$ cat src/rtl/text_pkg.sv
// Shared constants and types for the on-screen text renderer.
package text_pkg;

  localparam int CELL_W = 8;
  localparam int CELL_H = 8;
  localparam int DOT_W  = 5;
  localparam int DOT_H  = 7;

  typedef logic [5:0] glyph_t;

  localparam glyph_t GLYPH_BLANK = 6'd0;
  localparam glyph_t GLYPH_A     = 6'd1;
  localparam glyph_t GLYPH_0     = 6'd27;

  typedef enum logic [1:0] {
    TM_STATIC = 2'b00,
    TM_BLINK  = 2'b01,
    TM_TYPE   = 2'b10,
    TM_OFF    = 2'b11
  } text_mode_t;

endpackage

$ cat src/rtl/font_rom_5x7.sv
// 5x7 glyph ROM: letters A-Z, digits 0-9, everything else blank.
// Output bit 4 is the leftmost dot column; row 7 is always dark.
module font_rom_5x7
  import text_pkg::*;
(
  input  glyph_t      code,
  input  logic [2:0]  row,
  output logic [4:0]  dots
);

  logic [34:0] glyph;

  // Full bitmap of the selected glyph, row 0 in the top five bits
  always_comb begin
    glyph = '0;
    case (code)
      GLYPH_A:          glyph = {5'b01110, 5'b10001, 5'b10001, 5'b11111, 5'b10001, 5'b10001, 5'b10001};
      GLYPH_A + 6'd1:   glyph = {5'b11110, 5'b10001, 5'b10001, 5'b11110, 5'b10001, 5'b10001, 5'b11110};
      GLYPH_A + 6'd2:   glyph = {5'b01110, 5'b10001, 5'b10000, 5'b10000, 5'b10000, 5'b10001, 5'b01110};
      GLYPH_A + 6'd3:   glyph = {5'b11110, 5'b10001, 5'b10001, 5'b10001, 5'b10001, 5'b10001, 5'b11110};
      GLYPH_A + 6'd4:   glyph = {5'b11111, 5'b10000, 5'b10000, 5'b11110, 5'b10000, 5'b10000, 5'b11111};
      GLYPH_A + 6'd5:   glyph = {5'b11111, 5'b10000, 5'b10000, 5'b11110, 5'b10000, 5'b10000, 5'b10000};
      GLYPH_A + 6'd6:   glyph = {5'b01110, 5'b10001, 5'b10000, 5'b10111, 5'b10001, 5'b10001, 5'b01111};
      GLYPH_A + 6'd7:   glyph = {5'b10001, 5'b10001, 5'b10001, 5'b11111, 5'b10001, 5'b10001, 5'b10001};
      GLYPH_A + 6'd8:   glyph = {5'b01110, 5'b00100, 5'b00100, 5'b00100, 5'b00100, 5'b00100, 5'b01110};
      GLYPH_A + 6'd9:   glyph = {5'b00111, 5'b00010, 5'b00010, 5'b00010, 5'b00010, 5'b10010, 5'b01100};
      GLYPH_A + 6'd10:  glyph = {5'b10001, 5'b10010, 5'b10100, 5'b11000, 5'b10100, 5'b10010, 5'b10001};
      GLYPH_A + 6'd11:  glyph = {5'b10000, 5'b10000, 5'b10000, 5'b10000, 5'b10000, 5'b10000, 5'b11111};
      GLYPH_A + 6'd12:  glyph = {5'b10001, 5'b11011, 5'b10101, 5'b10101, 5'b10001, 5'b10001, 5'b10001};
      GLYPH_A + 6'd13:  glyph = {5'b10001, 5'b10001, 5'b11001, 5'b10101, 5'b10011, 5'b10001, 5'b10001};
      GLYPH_A + 6'd14:  glyph = {5'b01110, 5'b10001, 5'b10001, 5'b10001, 5'b10001, 5'b10001, 5'b01110};
      GLYPH_A + 6'd15:  glyph = {5'b11110, 5'b10001, 5'b10001, 5'b11110, 5'b10000, 5'b10000, 5'b10000};
      GLYPH_A + 6'd16:  glyph = {5'b01110, 5'b10001, 5'b10001, 5'b10001, 5'b10101, 5'b10010, 5'b01101};
      GLYPH_A + 6'd17:  glyph = {5'b11110, 5'b10001, 5'b10001, 5'b11110, 5'b10100, 5'b10010, 5'b10001};
      GLYPH_A + 6'd18:  glyph = {5'b01111, 5'b10000, 5'b10000, 5'b01110, 5'b00001, 5'b00001, 5'b11110};
      GLYPH_A + 6'd19:  glyph = {5'b11111, 5'b00100, 5'b00100, 5'b00100, 5'b00100, 5'b00100, 5'b00100};
      GLYPH_A + 6'd20:  glyph = {5'b10001, 5'b10001, 5'b10001, 5'b10001, 5'b10001, 5'b10001, 5'b01110};
      GLYPH_A + 6'd21:  glyph = {5'b10001, 5'b10001, 5'b10001, 5'b10001, 5'b10001, 5'b01010, 5'b00100};
      GLYPH_A + 6'd22:  glyph = {5'b10001, 5'b10001, 5'b10001, 5'b10101, 5'b10101, 5'b10101, 5'b01010};
      GLYPH_A + 6'd23:  glyph = {5'b10001, 5'b10001, 5'b01010, 5'b00100, 5'b01010, 5'b10001, 5'b10001};
      GLYPH_A + 6'd24:  glyph = {5'b10001, 5'b10001, 5'b01010, 5'b00100, 5'b00100, 5'b00100, 5'b00100};
      GLYPH_A + 6'd25:  glyph = {5'b11111, 5'b00001, 5'b00010, 5'b00100, 5'b01000, 5'b10000, 5'b11111};
      GLYPH_0:          glyph = {5'b01110, 5'b10001, 5'b10011, 5'b10101, 5'b11001, 5'b10001, 5'b01110};
      GLYPH_0 + 6'd1:   glyph = {5'b00100, 5'b01100, 5'b00100, 5'b00100, 5'b00100, 5'b00100, 5'b01110};
      GLYPH_0 + 6'd2:   glyph = {5'b01110, 5'b10001, 5'b00001, 5'b00010, 5'b00100, 5'b01000, 5'b11111};
      GLYPH_0 + 6'd3:   glyph = {5'b11111, 5'b00010, 5'b00100, 5'b00010, 5'b00001, 5'b10001, 5'b01110};
      GLYPH_0 + 6'd4:   glyph = {5'b00010, 5'b00110, 5'b01010, 5'b10010, 5'b11111, 5'b00010, 5'b00010};
      GLYPH_0 + 6'd5:   glyph = {5'b11111, 5'b10000, 5'b11110, 5'b00001, 5'b00001, 5'b10001, 5'b01110};
      GLYPH_0 + 6'd6:   glyph = {5'b00110, 5'b01000, 5'b10000, 5'b11110, 5'b10001, 5'b10001, 5'b01110};
      GLYPH_0 + 6'd7:   glyph = {5'b11111, 5'b00001, 5'b00010, 5'b00100, 5'b01000, 5'b01000, 5'b01000};
      GLYPH_0 + 6'd8:   glyph = {5'b01110, 5'b10001, 5'b10001, 5'b01110, 5'b10001, 5'b10001, 5'b01110};
      GLYPH_0 + 6'd9:   glyph = {5'b01110, 5'b10001, 5'b10001, 5'b01111, 5'b00001, 5'b00010, 5'b01100};
      default:          glyph = '0;
    endcase
  end

  // Pick one dot row; the spare row below the glyph stays dark
  always_comb begin
    dots = '0;
    if (int'(row) < DOT_H) dots = glyph[5 * (3'd6 - row) +: 5];
  end

endmodule

$ cat src/rtl/text_overlay.sv
// Text line renderer: character buffer, two-stage pixel pipeline and
// frame-driven display modes (static, blink, typewriter reveal, off).
module text_overlay
  import text_pkg::*;
#(
  parameter int N_CHARS       = 16,
  parameter int SCALE_LOG2    = 1,
  parameter int X0            = 10,
  parameter int Y0            = 10,
  parameter int REVEAL_FRAMES = 8,
  parameter int BLINK_FRAMES  = 32
) (
  input  logic                       Clk,
  input  logic                       Reset_n,
  input  logic [9:0]                 DrawX,
  input  logic [9:0]                 DrawY,
  input  logic                       frame_start,
  input  logic                       wr_en,
  input  logic [$clog2(N_CHARS)-1:0] wr_addr,
  input  logic [5:0]                 wr_char,
  input  logic [1:0]                 mode,
  input  logic                       restart,
  output logic                       text_on,
  output logic                       reveal_done
);

  localparam int IDX_W     = $clog2(N_CHARS);
  localparam int IDX_SHIFT = $clog2(CELL_W) + SCALE_LOG2;
  localparam logic [12:0] RX_LIMIT = 13'(N_CHARS << IDX_SHIFT);
  localparam logic [10:0] RY_LIMIT = 11'(CELL_H << SCALE_LOG2);
  localparam int RC_W = $clog2(N_CHARS + 1);
  localparam logic [RC_W-1:0] REVEAL_ALL = RC_W'(N_CHARS);
  localparam int BF_W = $clog2(BLINK_FRAMES + 1);
  localparam logic [BF_W-1:0] BLINK_LAST = BF_W'(BLINK_FRAMES - 1);
  localparam int RF_W = $clog2(REVEAL_FRAMES + 1);
  localparam logic [RF_W-1:0] REVEAL_LAST = RF_W'(REVEAL_FRAMES - 1);

  glyph_t            buf_d [N_CHARS];
  glyph_t            buf_q [N_CHARS];
  logic [10:0]       rx, ry;
  logic              inside_d, inside_q;
  logic [IDX_W-1:0]  idx_d, idx_q;
  logic [2:0]        col_d, col_q, row_d, row_q;
  glyph_t            code_d, code_q;
  logic [4:0]        dots;
  logic              dot_bit, visible;
  logic              text_on_d, text_on_q;
  text_mode_t        mode_cur, mode_q;
  logic [BF_W-1:0]   blink_cnt_d, blink_cnt_q;
  logic              blink_phase_d, blink_phase_q;
  logic [RF_W-1:0]   reveal_frm_d, reveal_frm_q;
  logic [RC_W-1:0]   reveal_cnt_d, reveal_cnt_q;
  logic              reveal_done_d, reveal_done_q;

  assign mode_cur    = text_mode_t'(mode);
  assign text_on     = text_on_q;
  assign reveal_done = reveal_done_q;

  // Next buffer contents: at most one slot replaced per cycle
  always_comb begin
    for (int i = 0; i < N_CHARS; i++) buf_d[i] = buf_q[i];
    if (wr_en) buf_d[wr_addr] = wr_char;
  end

  // Character buffer; stage 1 reads the pre-edge contents, so a colliding write shows a cycle later
  always_ff @(posedge Clk or negedge Reset_n) begin
    if (!Reset_n) begin
      for (int i = 0; i < N_CHARS; i++) buf_q[i] <= GLYPH_BLANK;
    end else begin
      for (int i = 0; i < N_CHARS; i++) buf_q[i] <= buf_d[i];
    end
  end

  // Map the screen pixel onto a character slot and a scaled cell position
  always_comb begin
    rx       = {1'b0, DrawX} - 11'(X0);
    ry       = {1'b0, DrawY} - 11'(Y0);
    inside_d = (DrawX >= 10'(X0)) && ({2'b00, rx} < RX_LIMIT) &&
               (DrawY >= 10'(Y0)) && (ry < RY_LIMIT);
    idx_d    = IDX_W'(rx >> IDX_SHIFT);
    col_d    = 3'(rx >> SCALE_LOG2);
    row_d    = 3'(ry >> SCALE_LOG2);
    code_d   = buf_q[idx_d];
  end

  // Stage 1: geometry and glyph code
  always_ff @(posedge Clk or negedge Reset_n) begin
    if (!Reset_n) begin
      inside_q <= 1'b0;
      idx_q    <= '0;
      col_q    <= '0;
      row_q    <= '0;
      code_q   <= GLYPH_BLANK;
    end else begin
      inside_q <= inside_d;
      idx_q    <= idx_d;
      col_q    <= col_d;
      row_q    <= row_d;
      code_q   <= code_d;
    end
  end

  font_rom_5x7 u_font (
    .code (code_q),
    .row  (row_q),
    .dots (dots)
  );

  // Combine dot, bounds and the current mode's visibility rule
  always_comb begin
    dot_bit = 1'b0;
    if (int'(col_q) < DOT_W) dot_bit = dots[3'd4 - col_q];
    visible = 1'b0;
    case (mode_cur)
      TM_STATIC: visible = 1'b1;
      TM_BLINK:  visible = blink_phase_q;
      TM_TYPE:   visible = (RC_W'(idx_q) < reveal_cnt_q);
      default:   visible = 1'b0;
    endcase
    text_on_d = inside_q & dot_bit & visible;
  end

  // Stage 2: registered pixel output
  always_ff @(posedge Clk or negedge Reset_n) begin
    if (!Reset_n) text_on_q <= 1'b0;
    else          text_on_q <= text_on_d;
  end

  // Blink and reveal counters; the mode present this cycle decides who counts a frame pulse
  always_comb begin
    blink_cnt_d   = blink_cnt_q;
    blink_phase_d = blink_phase_q;
    reveal_frm_d  = reveal_frm_q;
    reveal_cnt_d  = reveal_cnt_q;
    if (mode_cur != TM_BLINK) begin
      blink_cnt_d   = '0;
      blink_phase_d = 1'b1;
    end else if (frame_start) begin
      if (blink_cnt_q == BLINK_LAST) begin
        blink_cnt_d   = '0;
        blink_phase_d = ~blink_phase_q;
      end else begin
        blink_cnt_d = blink_cnt_q + 1'b1;
      end
    end
    if (mode_cur == TM_TYPE) begin
      if (restart || (mode_q != TM_TYPE)) begin
        reveal_frm_d = '0;
        reveal_cnt_d = '0;
      end else if (frame_start) begin
        if (reveal_frm_q == REVEAL_LAST) begin
          reveal_frm_d = '0;
          if (reveal_cnt_q != REVEAL_ALL) reveal_cnt_d = reveal_cnt_q + 1'b1;
        end else begin
          reveal_frm_d = reveal_frm_q + 1'b1;
        end
      end
    end
    reveal_done_d = (reveal_cnt_d == REVEAL_ALL);
  end

  // Mode history and frame counters
  always_ff @(posedge Clk or negedge Reset_n) begin
    if (!Reset_n) begin
      mode_q        <= TM_STATIC;
      blink_cnt_q   <= '0;
      blink_phase_q <= 1'b1;
      reveal_frm_q  <= '0;
      reveal_cnt_q  <= '0;
      reveal_done_q <= 1'b0;
    end else begin
      mode_q        <= mode_cur;
      blink_cnt_q   <= blink_cnt_d;
      blink_phase_q <= blink_phase_d;
      reveal_frm_q  <= reveal_frm_d;
      reveal_cnt_q  <= reveal_cnt_d;
      reveal_done_q <= reveal_done_d;
    end
  end

endmodule

$ cat config.mk
export PLATFORM = sky130hd
export DESIGN_NAME = text_overlay
export DESIGN_NICKNAME = d
export VERILOG_FILES = /design/src/rtl/text_pkg.sv /design/src/rtl/font_rom_5x7.sv /design/src/rtl/text_overlay.sv
export SDC_FILE = /design/constraint.sdc
export NUM_CORES = 1
export LEC_CHECK = 0
export ABC_AREA = 1
export BUFFER_PORTS_ARGS = -buffer_cell sky130_fd_sc_hd__clkbuf_2
export CAP_MARGIN = 20
export CORE_ASPECT_RATIO = 1.2
export CORE_MARGIN = 3
export CORE_UTILIZATION = 63
export DETAILED_ROUTE_END_ITERATION = 10
export PLACE_DENSITY_LB_ADDON = 0.3
export SYNTH_ARGS = -nofsm -noshare
export SYNTH_HDL_FRONTEND = slang
export SYNTH_HIERARCHICAL = 1
export SYNTH_SLANG_ARGS = --single-unit
$ cat constraint.sdc
create_clock -name Clk -period 4.2 [get_ports Clk]
set_input_delay 0.21 -clock Clk [delete_from_list [all_inputs] [get_ports Clk]]
set_output_delay 0.21 -clock Clk [all_outputs]
set_load 0.05 [all_outputs]
==> flow_metrics.py <==
metrics = {
    "status": {
        "status": "finished, final reports clean",
    },
    "run": {
        "drv_cap": 0,
    },
    "hold_path": {
        "whs_path_depth": 2,
        "hp-class": "in -> reg",
        "min_to": "row_q[2]",
        "min_from": "DrawY[3]",
    },
    "route": {
        "drc": 0,
        "postRouteAntennaNets": 0,
        "wire_per_inst_microns": 16.31,
        "dr.pass1.iters": 5,
        "vias": 10030,
        "viasPerCell": 6.014,
        "routed_wl_mm": 27.20,
        "drtIter0Drc": 1462,
    },
    "clock_tree": {
        "clock_latency_ns": 0.43,
        "cts.clk_slew.worst_paths_ns": 0.06,
        "cts_setup_buffers": 0,
        "clock-root-buffer": "clkbuf_16",
        "ctsLongestPathBuffers": 2,
        "ctsResizeCount": 0,
        "clock-sinks": 133,
        "cts_buffers": 17,
        "tritoncts": "done",
        "hold_buffers": 5,
        "htreeDepth": 4,
    },
    "global_routing": {
        "grt_max_degree": 99,
        "grt-ovfl-total": 0,
        "gr-usage-all-layers_pct": 32.59,
        "grt_antenna_before_repair": 0,
        "grt_pass1_wl_mm": 44.64,
        "grt_pass1_vias": 9227,
    },
    "setup_path": {
        "reg2reg_to": "text_on",
        "r2r_cells": 19,
        "cp-end-kind": "flop",
        "arrival_ns": 3.77,
        "crit_top_cell": "inv_1",
        "required_ns": 4.57,
        "critical-path-slowest-cell": "fa_1",
        "regToRegStartpoint": "row_q[0]",
        "critPathLaunchType": "flop",
        "r2r_setup_slack_ns": 0.80,
        "cp_max_fo": 11,
        "crit_chain": "nand3_2 -> buf_4 -> inv_1 -> ha_1 -> a21o_1 -> fa_1 -> inv_1 -> nand3_1 -> nor3_1 -> inv_1 -> o21ai_0 -> inv_1 -> a21oi_1 -> nand2_1 -> a21oi_1 -> nand2_1 -> a21oi_1 -> nand2_1 -> inv_1",
        "slowest_delay_ns": 0.54,
        "path_class": "reg -> reg",
    },
    "final_layout": {
        "regArea_sq_um": 3329,
        "fillers": 1282,
        "diodes": 0,
        "areaGrowthSynthToFinish_pct": 8.278,
        "final_layout_size_suffix_gt1_share_pct": 6.953,
        "post-route-util_pct": 70.88,
        "multi_input_area_sq_um": 5150,
        "fin_nets": 1513,
    },
    "pwr": {
        "p_per_area_nw_per_um2": 485.4,
        "leakagePower_nw": 5.376,
        "irDropWorstVdd_mv": 0.2993,
    },
    "placement": {
        "port_buffers": 36,
        "gp_congestion": 1.015,
        "dp_hpwl_mm": 18.11,
    },
    "timing": {
        "min_period_ns": 3.404,
        "finalSetupViolCount": 0,
        "finalHoldViolations": 0,
        "maxSlewViolCount": 0,
        "skew_ns": 0.008287,
        "rsz0062_at_grt": "false",
        "setup_tns_ns": 0,
        "worst_pin_slew_ns": 0.8997,
        "relSlewSlack_pct": 40.02,
        "min_period_over_period_pct": 81.05,
        "max_freq_ghz": 0.2937,
    },
    "synthesis": {
        "syn_inst": 1464,
        "syn_area_sq_um": 9553,
        "synth.distinct_cells": 43,
        "synth_top_flop_cell": "dfrtp_1",
        "synth-async-reset-ratio_pct": 100.0,
        "syn_avg_cell_area_sq_um": 6.525,
        "ys_ff_latch": 133,
        "yosys_warnings": 6,
        "ys_seq_area_share_pct": 34.85,
        "synth_edf_count": 0,
        "syn-num-nets": 1523,
    },
    "floorplanning": {
        "row_count": 48,
        "core-area_sq_um": 14590,
        "start_util_pct": 65.46,
        "dieArea_sq_um": 16680,
        "die_h_microns": 140.9,
        "ioPinCount": 39,
        "die_w_microns": 118.4,
    },
}
==> synth_stat cells (9+ instances only) <==
cell | number | area, sq um
nand2_1 | 422 | 1584
nand3_1 | 364 | 1822
inv_1 | 174 | 653.1
dfrtp_1 | 132 | 3303
o21ai_0 | 120 | 600.6
clkbuf_1 | 35 | 131.4
a21oi_1 | 34 | 170.2
nor2_1 | 31 | 116.4
buf_2 | 27 | 135.1
ha_1 | 21 | 262.8
nand4_1 | 14 | 87.58
nor3_1 | 12 | 60.06
buf_1 | 9 | 33.78
==> layout make-up <==
cell class	instances	share of cell area (%)
inverter	181	6.568
tap	200	2.419
clock buffer	20	4.318
multi-input combinational	1069	49.79
clock inverter	12	1.633
sequential	133	32.19
timing repair buffer	52	3.085
==> cells in the final DEF, fill, tap and decap left out, types with 3 or more instances in the layout <==
cell           synthesis  layout
a31oi_1                4       4
inv_2                  5       5
nand4_1               14      14
o21ai_0              120     120
nor2_1                31      31
nand3_2                4       4
clkbuf_16              0      17
xnor2_1                3       3
inv_1                174     174
clkbuf_2               0      35
ha_1                  21      21
nand2_1              422     422
nand2_2                5       5
inv_6                  0       4
dfrtp_1              132     132
nand3_1              364     364
bufinv_16              0       3
o211ai_1               4       4
nor3_1                12      12
a21oi_1               34      34
dlygate4sd3_1          0       5
buf_4                  5      11
xor2_1                 5       5
nor2_2                 4       4
==> cells by family (layout without fill, tap and decap cells) <==
logic type / count (synthesis) / in the layout / share of synthesized area, %
xor gates and xnor gates: 10 / 10 / 1.310
muxes: 2 / 2 / 0.2227
AOI/OAI and AO/OA: 173 / 173 / 9.509
DFF: 133 / 133 / 34.85
adders and majority gates: 22 / 22 / 2.960
and+or+nand+nor: 862 / 862 / 39.91
buffers and inverters: 262 / 265 / 11.24
==> metal layers <==
layer	track usage [%]	share of wire, %	vias to the layer above	wire length, microns
met1	40.60	38	4658	10450
met3	4.294	6.7	113	1816
li1	-	-	4768	-
met5	0	0	-	0
met4	18.24	5.9	0	1603
met2	54.98	49	487	13330
==> worst max path at each step <==
stage,startpoint,endpoint,slack (ns)
3_5_place_dp,row_q[0],text_on,0.85
4_1_cts,row_q[0],text_on,0.83
5_1_grt,code_q[0],text_on,0.49
2_1_floorplan,row_q[1],text_on,0.98
3_3_place_gp,code_q[0],text_on,0.93
6_report,row_q[0],text_on,0.80
==> registers in the layout, summed over array words and instances (netlist names), 2 cells and up <==
register and count:
reveal_frm_q 4, buf_q 96, col_q 3, mode_q 2, code_q 6, row_q 3, idx_q 4, reveal_cnt_q 5
blink_cnt_q 6
==> per-stage QoR <==
step / total power, mW / cell area, sq um / hold WS [ns] / setup slack, ns / cells
6_report: 5.020 / 10340 / 0.004222 / 0.7957 / 1667
5_1_grt: 5.328 / 10340 / 0.01703 / 0.4906 / 1667
4_1_cts: 4.981 / 10340 / 0.006167 / 0.8305 / 1667
3_5_place_dp: 3.414 / 9678 / 0.3591 / 0.8451 / 1630
3_3_place_gp: 3.370 / 9678 / 0.3485 / 0.9295 / 1630
2_1_floorplan: 2.990 / 9553 / -0.08559 / 0.9760 / 1464
==> report_power, final <==
part	internal (mW)	switching [mW]	total [mW]
Sequential	1.50	0.147	1.64
Combinational	0.583	1.24	1.82
Clock	0.962	0.593	1.55
==> critical path: cells and delay by family (launching register included) <==
kind	cells	cell delay [ns]
buffers and inverters	6	0.81
AOI/OAI and AO/OA	5	0.72
adders and majority gates	2	0.78
and+or+nand+nor	6	0.60
DFF	1	0.45
(Power assumes the default switching activity.)
